--- config.mk ---
export PLATFORM = sky130hd
export DESIGN_NAME = usbf_mem_arb_nch
export DESIGN_NICKNAME = d
export VERILOG_FILES = /design/src/rtl/usbf_mem_arb_nch.sv
export SDC_FILE = /design/constraint.sdc
export NUM_CORES = 1
export LEC_CHECK = 0
export ABC_CLOCK_PERIOD_IN_PS = 2900
export CORE_AREA = 2 2 123 125
export CTS_BUF_LIST = sky130_fd_sc_hd__clkbuf_2 sky130_fd_sc_hd__clkbuf_4 sky130_fd_sc_hd__clkbuf_8
export DETAILED_ROUTE_END_ITERATION = 10
export DIE_AREA = 0 0 125 127
export MAX_ROUTING_LAYER = met4
export PLACE_DENSITY = 0.63
export SYNTH_ARGS = -nofsm -noshare
export SYNTH_HDL_FRONTEND = slang
export SYNTH_SLANG_ARGS = --single-unit
--- constraint.sdc ---
create_clock -name phy_clk -period 2.9 [get_ports phy_clk]
set_input_delay 0.58 -clock phy_clk [delete_from_list [all_inputs] [get_ports phy_clk]]
set_output_delay 0.58 -clock phy_clk [all_outputs]
set_load 0.005 [all_outputs]
--- src/rtl/usbf_mem_arb_nch.sv ---
// usbf_mem_arb_nch: N-channel SSRAM arbiter for the USB function core.
// Requestors share one synchronous SSRAM. The grant (ack) is combinational,
// SRAM commands are registered, and reads return a one-hot rvalid strobe
// RD_LAT+1 cycles after the grant.
// Build option: define USBF_MARB_STRICT0_EN to give channel 0 strict priority,
// with round-robin over channels 1..NCH-1. Leave it undefined to put all
// channels in one round-robin pool.
module usbf_mem_arb_nch #(
  parameter int SSRAM_HADR = 14,
  parameter int NCH        = 4,
  parameter int DW         = 32,
  parameter int RD_LAT     = 1
) (
  input  logic                         phy_clk,
  input  logic                         rst,
  output logic [SSRAM_HADR:0]          sram_adr,
  output logic [DW-1:0]                sram_dout,
  input  logic [DW-1:0]                sram_din,
  output logic                         sram_we,
  output logic                         sram_re,
  input  logic [NCH-1:0]               req,
  input  logic [NCH-1:0]               we,
  input  logic [NCH*(SSRAM_HADR+1)-1:0] adr,
  input  logic [NCH*DW-1:0]            wdat,
  output logic [NCH-1:0]               ack,
  output logic [NCH-1:0]               rvalid,
  output logic [DW-1:0]                rdata
);

  localparam int AW = SSRAM_HADR + 1;
  localparam int PW = (NCH > 1) ? $clog2(NCH) : 1;
  localparam logic [PW-1:0] PTR_RST = PW'(NCH - 1);

`ifdef USBF_MARB_STRICT0_EN
  localparam logic STRICT0 = 1'b1;
`else
  localparam logic STRICT0 = 1'b0;
`endif

  // One-hot decode of a channel index
  function automatic logic [NCH-1:0] onehot(input logic [PW-1:0] idx);
    logic [NCH-1:0] v;
    v      = '0;
    v[idx] = 1'b1;
    return v;
  endfunction

  logic [PW-1:0] ptr;
  logic [PW:0]   cand_w;
  logic          rr_vld;
  logic [PW-1:0] rr_idx;
  logic          gnt_vld;
  logic [PW-1:0] gnt_idx;
  logic          pool_gnt;
  logic [AW-1:0] sel_adr;
  logic [DW-1:0] sel_dat;
  logic          sel_we;

  // Read-return delay line: RD_LAT stages here plus the rvalid register
  logic          rd_vld [RD_LAT];
  logic [PW-1:0] rd_ch  [RD_LAT];

  // Round-robin search starting after the pointer, wrapping explicitly at NCH
  always_comb begin
    rr_vld = 1'b0;
    rr_idx = '0;
    cand_w = '0;
    for (int off = 1; off <= NCH; off++) begin
      cand_w = {1'b0, ptr} + (PW+1)'(off);
      if (cand_w >= (PW+1)'(NCH)) begin
        cand_w = cand_w - (PW+1)'(NCH);
      end else begin
        cand_w = cand_w;
      end
      if (!rr_vld && req[cand_w[PW-1:0]] && (!STRICT0 || (cand_w[PW-1:0] != '0))) begin
        rr_vld = 1'b1;
        rr_idx = cand_w[PW-1:0];
      end else begin
        rr_vld = rr_vld;
        rr_idx = rr_idx;
      end
    end
  end

  // Final grant: channel 0 overrides the pool in strict builds; nothing in reset
  always_comb begin
    gnt_vld  = 1'b0;
    gnt_idx  = '0;
    pool_gnt = 1'b0;
    if (rst) begin
      gnt_vld = 1'b0;
    end else if (STRICT0 && req[0]) begin
      gnt_vld = 1'b1;
      gnt_idx = '0;
    end else if (rr_vld) begin
      gnt_vld  = 1'b1;
      gnt_idx  = rr_idx;
      pool_gnt = 1'b1;
    end else begin
      gnt_vld = 1'b0;
    end
  end

  assign ack    = gnt_vld ? onehot(gnt_idx) : '0;
  assign sel_we = we[gnt_idx];
  assign rdata  = sram_din;

  // Mux the granted channel's address and write data out of the flat buses
  always_comb begin
    sel_adr = '0;
    sel_dat = '0;
    for (int c = 0; c < NCH; c++) begin
      if (gnt_idx == PW'(c)) begin
        sel_adr = adr[c*AW +: AW];
        sel_dat = wdat[c*DW +: DW];
      end else begin
        sel_adr = sel_adr;
        sel_dat = sel_dat;
      end
    end
  end

  // Round-robin pointer follows pool grants only
  always_ff @(posedge phy_clk) begin
    if (rst) begin
      ptr <= PTR_RST;
    end else if (pool_gnt) begin
      ptr <= gnt_idx;
    end else begin
      ptr <= ptr;
    end
  end

  // Registered SRAM command; address and data hold when idle
  always_ff @(posedge phy_clk) begin
    if (rst) begin
      sram_adr  <= '0;
      sram_dout <= '0;
      sram_we   <= 1'b0;
      sram_re   <= 1'b0;
    end else if (gnt_vld) begin
      sram_adr  <= sel_adr;
      sram_dout <= sel_dat;
      sram_we   <= sel_we;
      sram_re   <= !sel_we;
    end else begin
      sram_we   <= 1'b0;
      sram_re   <= 1'b0;
    end
  end

  // Read-return delay line carrying valid and channel index to the rvalid strobe
  always_ff @(posedge phy_clk) begin
    if (rst) begin
      for (int k = 0; k < RD_LAT; k++) begin
        rd_vld[k] <= 1'b0;
        rd_ch[k]  <= '0;
      end
      rvalid <= '0;
    end else begin
      rd_vld[0] <= gnt_vld && !sel_we;
      rd_ch[0]  <= gnt_idx;
      for (int k = 1; k < RD_LAT; k++) begin
        rd_vld[k] <= rd_vld[k-1];
        rd_ch[k]  <= rd_ch[k-1];
      end
      rvalid <= rd_vld[RD_LAT-1] ? onehot(rd_ch[RD_LAT-1]) : '0;
    end
  end

endmodule

# Word level (Yosys, flattened, before mapping)
# Memory sizes are Yosys's and may differ from the RTL's.
# Index checks and enable logic that the tools add are counted.
[totals]
ram_bits = 3
output_inout_bits = 89
mem_count = 2
reg_bits = 55
[mem_list]
columns = ["name", "words", "width", "rd", "rd_ports_with_merged_regs", "write_ports", "line_no", "text"]
rows = [
  ["rd_ch", 1, 2, 1, 0, 1, "61", "logic [PW-1:0] rd_ch [RD_LAT];"],
  ["rd_vld", 1, 1, 1, 0, 1, "60", "logic rd_vld [RD_LAT];"],
]
[classes]
addsub = 8
eq_ne = 3
reduce_logical = 15
magnitude_cmp = 12
bitwise = 2
mux = 46
[ops]
columns = ["cell", "count"]
rows = [
  ["32-bit 2-to-1 mux", 4],
  ["15-bit 2-to-1 mux", 4],
  ["2-bit 2-to-1 mux", 11],
  ["1-bit 2-to-1 mux", 19],
  ["2-bit by 3-bit < comparator with 1-bit output, second input constant", 6],
  ["3-bit greater-or-equal comparator, second input constant", 4],
  ["1-bit binary-select mux with 2-bit select", 5],
  ["2-bit by 1-bit subtractor with 2-bit output, second input constant", 4],
  ["2-bit by 2-bit adder with 3-bit output, second input constant", 2],
  ["1-bit logical AND", 6],
  ["2-bit OR reduction", 3],
  ["1-bit demux with 2-bit select", 2],
  ["2-bit == test, second input constant", 2],
  ["2-bit by 1-bit greater-or-equal comparator with 1-bit output, second input constant", 2],
  ["1-bit zero test", 4],
  ["4-bit 2-to-1 mux", 1],
  ["2-bit by 1-bit adder with 3-bit output, second input constant", 1],
  ["2-bit by 3-bit adder with 3-bit output, second input constant", 1],
  ["2-bit by 1-bit == test with 1-bit output, second input constant", 1],
  ["2-bit zero test", 1],
  ["1-bit NOT", 2],
  ["1-bit OR reduction", 1],
]

# Logic depth before layout (Yosys ltp)
[logic_depth]
ltp_word = 22
depth_mapped = 10
mapped_depth_nobuf = 7

# Least setup slack after synthesis
# No wires, ideal clock.
[synth_timing]
path_type = "in2out"
startpoint = "input port req[3]"
endpoint = "output port ack[1]"
required_time_ns = 2.320
arrival_ns = 1.822
stages = 9
path_slack_ns = 0.498
path_cell_list = "buf_4 -> nor2b_4 -> a21oi_1 -> o221a_2 -> or2_1 -> buf_4 -> inv_2 -> and2_4 -> buf_6"
[synth_between]
elab_chain_len = 19
[synth_lines]
columns = ["item", "line_no", "text"]
rows = [
  ["start: declaration", "21", "input logic [NCH-1:0] req,"],
  ["1-bit binary-select mux with 2-bit select", "75", "if (!rr_vld && req[cand_w[PW-1:0]] && (!STRICT0 || (cand_w[PW-1:0] != '0))) begin"],
  ["1-bit 2-to-1 mux (implied by the code)", "75", ""],
  ["1-bit 2-to-1 mux", "75", ""],
  ["1-bit zero test", "75", ""],
  ["1-bit logical AND", "75", ""],
  ["1-bit 2-to-1 mux", "75", ""],
  ["1-bit zero test", "75", ""],
  ["1-bit logical AND", "75", ""],
  ["(+3 left out)", "--", ""],
  ["2-bit 2-to-1 mux / 1-bit 2-to-1 mux (equally long branches)", "75", ""],
  ["2-bit 2-to-1 mux", "95", "end else if (rr_vld) begin"],
  ["2-bit 2-to-1 mux", "90", "if (rst) begin"],
  ["2-bit by 3-bit < comparator with 1-bit output (implied by the code) / 2-bit by 1-bit greater-or-equal comparator with 1-bit output (equally long branches)", "44", "v[idx] = 1'b1;"],
  ["1-bit logical AND (implied by the code)", "44", ""],
  ["1-bit 2-to-1 mux (implied by the code)", "44", ""],
  ["1-bit demux with 2-bit select", "44", ""],
  ["4-bit 2-to-1 mux *", "104", "assign ack = gnt_vld ? onehot(gnt_idx) : '0;"],
  ["end: declaration", "25", "output logic [NCH-1:0] ack,"],
]
# Every way passes the cells marked *; elsewhere a longest branch is shown, timed or not. The select of a mux whose other input is x is not followed.

# Final worst setup path
[layout_timing]
startpoint = "input port req[0]"
endpoint = "output port ack[1]"
# Same word-level chain as after synthesis.

==> flow_summary_export.csv <==
group,metric,value,unit
status,status,"complete, no violations",
sta,rsz0062_at_grt,"no",
power_and_ir_drop,swShare,30.9,%
layout,syn2layout_area_growth,76.7,%
sta,hold_slack,0.463,ns
power_and_ir_drop,clockPowerShare,26.4,%
setup_path,cp_top_family,"buffers and inverters",
clock_network,cts_tree,"done",
synthesis,synth_cells,460,
hold_path,hp-start,"rd_ch[0][0]",
routing,routedWlPerCell,19.1,um
synthesis,avgSynthCellArea,8.03,sq um
setup_path,worstSetupPathType,"in -> out",
sta,period_share,96.9,%
clock_network,ctsHoldBuffers,0,
setup_path,worstPathArrival,2.23,ns
setup_path,r2r_slack,0.51,ns
place,post-place-ws,-0.228,ns
die,dieArea,15900,sq um
die,die_w,125,um
die,num_rows,44,
power_and_ir_drop,intPower,2000,uW
routing,drtAntennaViolNets,0,
setup_path,reg2reg_to,"sram_adr[4]",
setup_path,path_cells,"clkdlybuf4s50_1 -> or2_1 -> buf_4 -> o21ai_1 -> a211oi_4 -> and2_4 -> dlygate4sd2_1",
sta,final-setup-viol-count,0,
sta,min_period,2.81,ns
power_and_ir_drop,max-vdd-ir-drop,0.000169,V
place,globalplace.congestion,0.902,
sta,max_slew_margin,59.4,%
die,io_pins,319,
place,dpl.hpwl,12200,um
setup_path,r2r_start,"ptr[1]",
synthesis,synth_edf_count,0,
place,place_area,6260,sq um
routing,dr.pass1.iters,4,
clock_network,clkLatencyLatePin,0.36,ns
routing,wirelength,16500,um
synthesis,synth_warnings,0,
sta,fin_ws,0.0888,ns
hold_path,hold-path-cell-count,2,
synthesis,yosys_most_used_dff,"dfxtp_1",
setup_path,worstSetupStartpointType,"primary input",
clock_network,cts_max_level,3,
sta,slew_viol_final,0,
sta,fmax,0.356,GHz
setup_path,crit_path_max_fanout,4,
synthesis,ys_seq_area_share,31.4,%
setup_path,slowest_delay,0.56,ns
synthesis,synth_area,3690,sq um
clock_network,clk_pin_slew,0.06,ns
routing,routed_via_density,5.29,
clock_network,clock-sinks,58,
global_route,grt_pass1_wl,25600,um
layout,fin_nets,908,
hold_path,holdPathEnd,"rvalid[1]",
layout,final_area,6530,sq um
synthesis,syn-num-nets,690,
power_and_ir_drop,combinationalPowerShare,39.9,%
sta,worst_pin_slew,0.608,ns
setup_path,crit_buf_inv,3,
synthesis,ys_types,42,
setup_path,cp.required,2.32,ns
setup_path,worstRegToRegCells,7,
global_route,grt_use_total,20.8,%
routing,drt-initial-drc-count,135,
layout,drive_above_1_share,10.9,%
run,drv_cap,0,
place,port_buffers,254,
clock_network,clock_path_buffers,2,
power_and_ir_drop,power.leakage,0.00247,uW
die,core_area,14400,sq um
hold_path,hold_path.class,"reg -> reg",
power_and_ir_drop,powerDensity,442,nW/um^2
clock_network,cts_buffers,9,
global_route,grt_start_max_net_pins,49,
power_and_ir_drop,total_power,2890,uW
power_and_ir_drop,pwr-share-seq,33.7,%
routing,drcViolationCount,0,
setup_path,worstSetupEndpointType,"output port",
die,die_h,127,um
sta,setup_tns,0,ns
global_route,antenna_found_initial,0,
synthesis,async_reset_ff_share,0,%
setup_path,cp_slowest_cell,"clkdlybuf4s50_1",
die,start_util,25.6,%
synthesis,ys_ff_latch,58,
clock_network,root_buffer,"clkbuf_8",
routing,vias,4576,
layout,diodes,0,
sta,hold_violations,0,
global_route,grt_overflow,0,
sta,skew,0.0132,ns
global_route,grt_pass1_vias,4825,
power_and_ir_drop,power.switching,893,uW
layout,fill_cells,1461,
==> layer usage <==
metal | GRT usage (%) | wire length (um) | vias to the layer above
met5 | - | 0 | -
met4 | 8.17 | 347 | 0
met3 | 6.37 | 1440 | 38
met2 | 36.1 | 8220 | 219
met1 | 22.3 | 6510 | 2173
li1 | - | - | 2146
==> cell usage after synthesis (2+ instances only) <==
master	count	area share (%)
a21oi_1	69	9.3
dfxtp_1	58	31
buf_4	43	8.7
nor2_1	27	2.7
nor3_1	25	3.4
o21ai_0	24	3.3
a22oi_1	22	4.5
o32ai_1	22	5.2
a21o_1	20	4.1
a221o_1	20	5.4
buf_2	20	2.7
nor4_1	20	3.4
clkbuf_1	19	1.9
nand2_1	12	1.2
nor2b_1	7	1.2
nand2b_1	6	1.0
a2111oi_2	5	2.0
a211oi_1	5	1.0
or3_1	5	0.85
o21ai_1	4	0.54
a31oi_1	2	0.34
and2_1	2	0.34
buf_6	2	0.61
inv_1	2	0.20
or2_1	2	0.34
==> worst max path at each step <==
stage,start,end,slack (ns),cells past startpoint
final,req[0],ack[1],0.09,7
after global routing,req[3],ack[1],0.02,8
after CTS,req[3],ack[2],-0.12,8
after detailed placement,req[1],ack[1],-0.23,8
after global placement,req[1],ack[1],-0.20,8
after floorplan,req[3],ack[1],0.50,9
==> worst min-delay path: stages, from the launching register on <==
cell and delay (ns):
dfxtp_1 0.33, nand2_1 0.06, nor2_1 0.04
==> metrics by stage <==
| stage | std cells | utilization, % |
|---|---|---|
| final | 865 | 45.3 |
| after global routing | 865 | 45.3 |
| after CTS | 864 | 45.0 |
| after detailed placement | 848 | 43.4 |
| after global placement | 848 | 43.4 |
| after floorplan | 460 | - |
==> cell usage in the layout, fill, tap and decap left out, drive strengths merged <==
master,instances
inv,3
nand2,12
o32a,1
nor2b,8
a21o,20
bufinv,1
o21a,2
a21oi,69
o32ai,22
dlymetal6s2s,1
buf,38
a31oi,2
clkbuf,11
dlygate4sd2,5
o21ai,28
clkinv,2
o211ai,1
and2,3
nor2,28
or3,5
or2,3
o221a,1
nor4,20
clkdlybuf4s50,247
a2111oi,5
dfxtp,58
nor3,26
a211oi,6
and3b,1
a22oi,22
a221o,20
and3,1
a311oi,1
nand2b,6
nand4,1
nor3b,1
==> registers in the layout, summed over array words and instances (netlist names) <==
signal,flops
sram_re,1
sram_we,1
sram_adr,15
ptr,2
rd_vld,1
rvalid,4
sram_dout,32
rd_ch,2
==> power by group through the flow <==
stage | Combinational (uW) | Sequential (uW) | Clock, uW
floorplan | 523 | 985 | 0
global placement | 1110 | 983 | 0
detailed placement | 1130 | 987 | 0
CTS | 1150 | 972 | 795
global route | 1240 | 986 | 825
finish | 1150 | 973 | 763
==> cell type report <==
type                    instances  area (sq um)  share of cell area (%)
clock buffers                  11           151                    2.32
clock inverters                 3          40.0                   0.613
inverters                       3          11.3                   0.172
multi-input cells             315          2100                    32.2
flip-flops and latches         58          1160                    17.8
well taps                     184           230                    3.53
repair buffers                291          2840                    43.4
==> what timing repair did <==
action                                  CTS  global route
endpoints found under the setup margin    4             2
cloned                                    0             0
resized for setup                        12             7
buffers inserted                          2             2
endpoints found under the hold margin     0             0
pin swaps                                 3             1
==> cell families after synthesis <==
group,synth area share (%)
AO/OA/AOI/OAI,37.7
buffers and inverters,14.3
flip-flops,31.4
AND/OR/NAND/NOR,16.6
No activity file was read; power rests on OpenSTA's default activity.
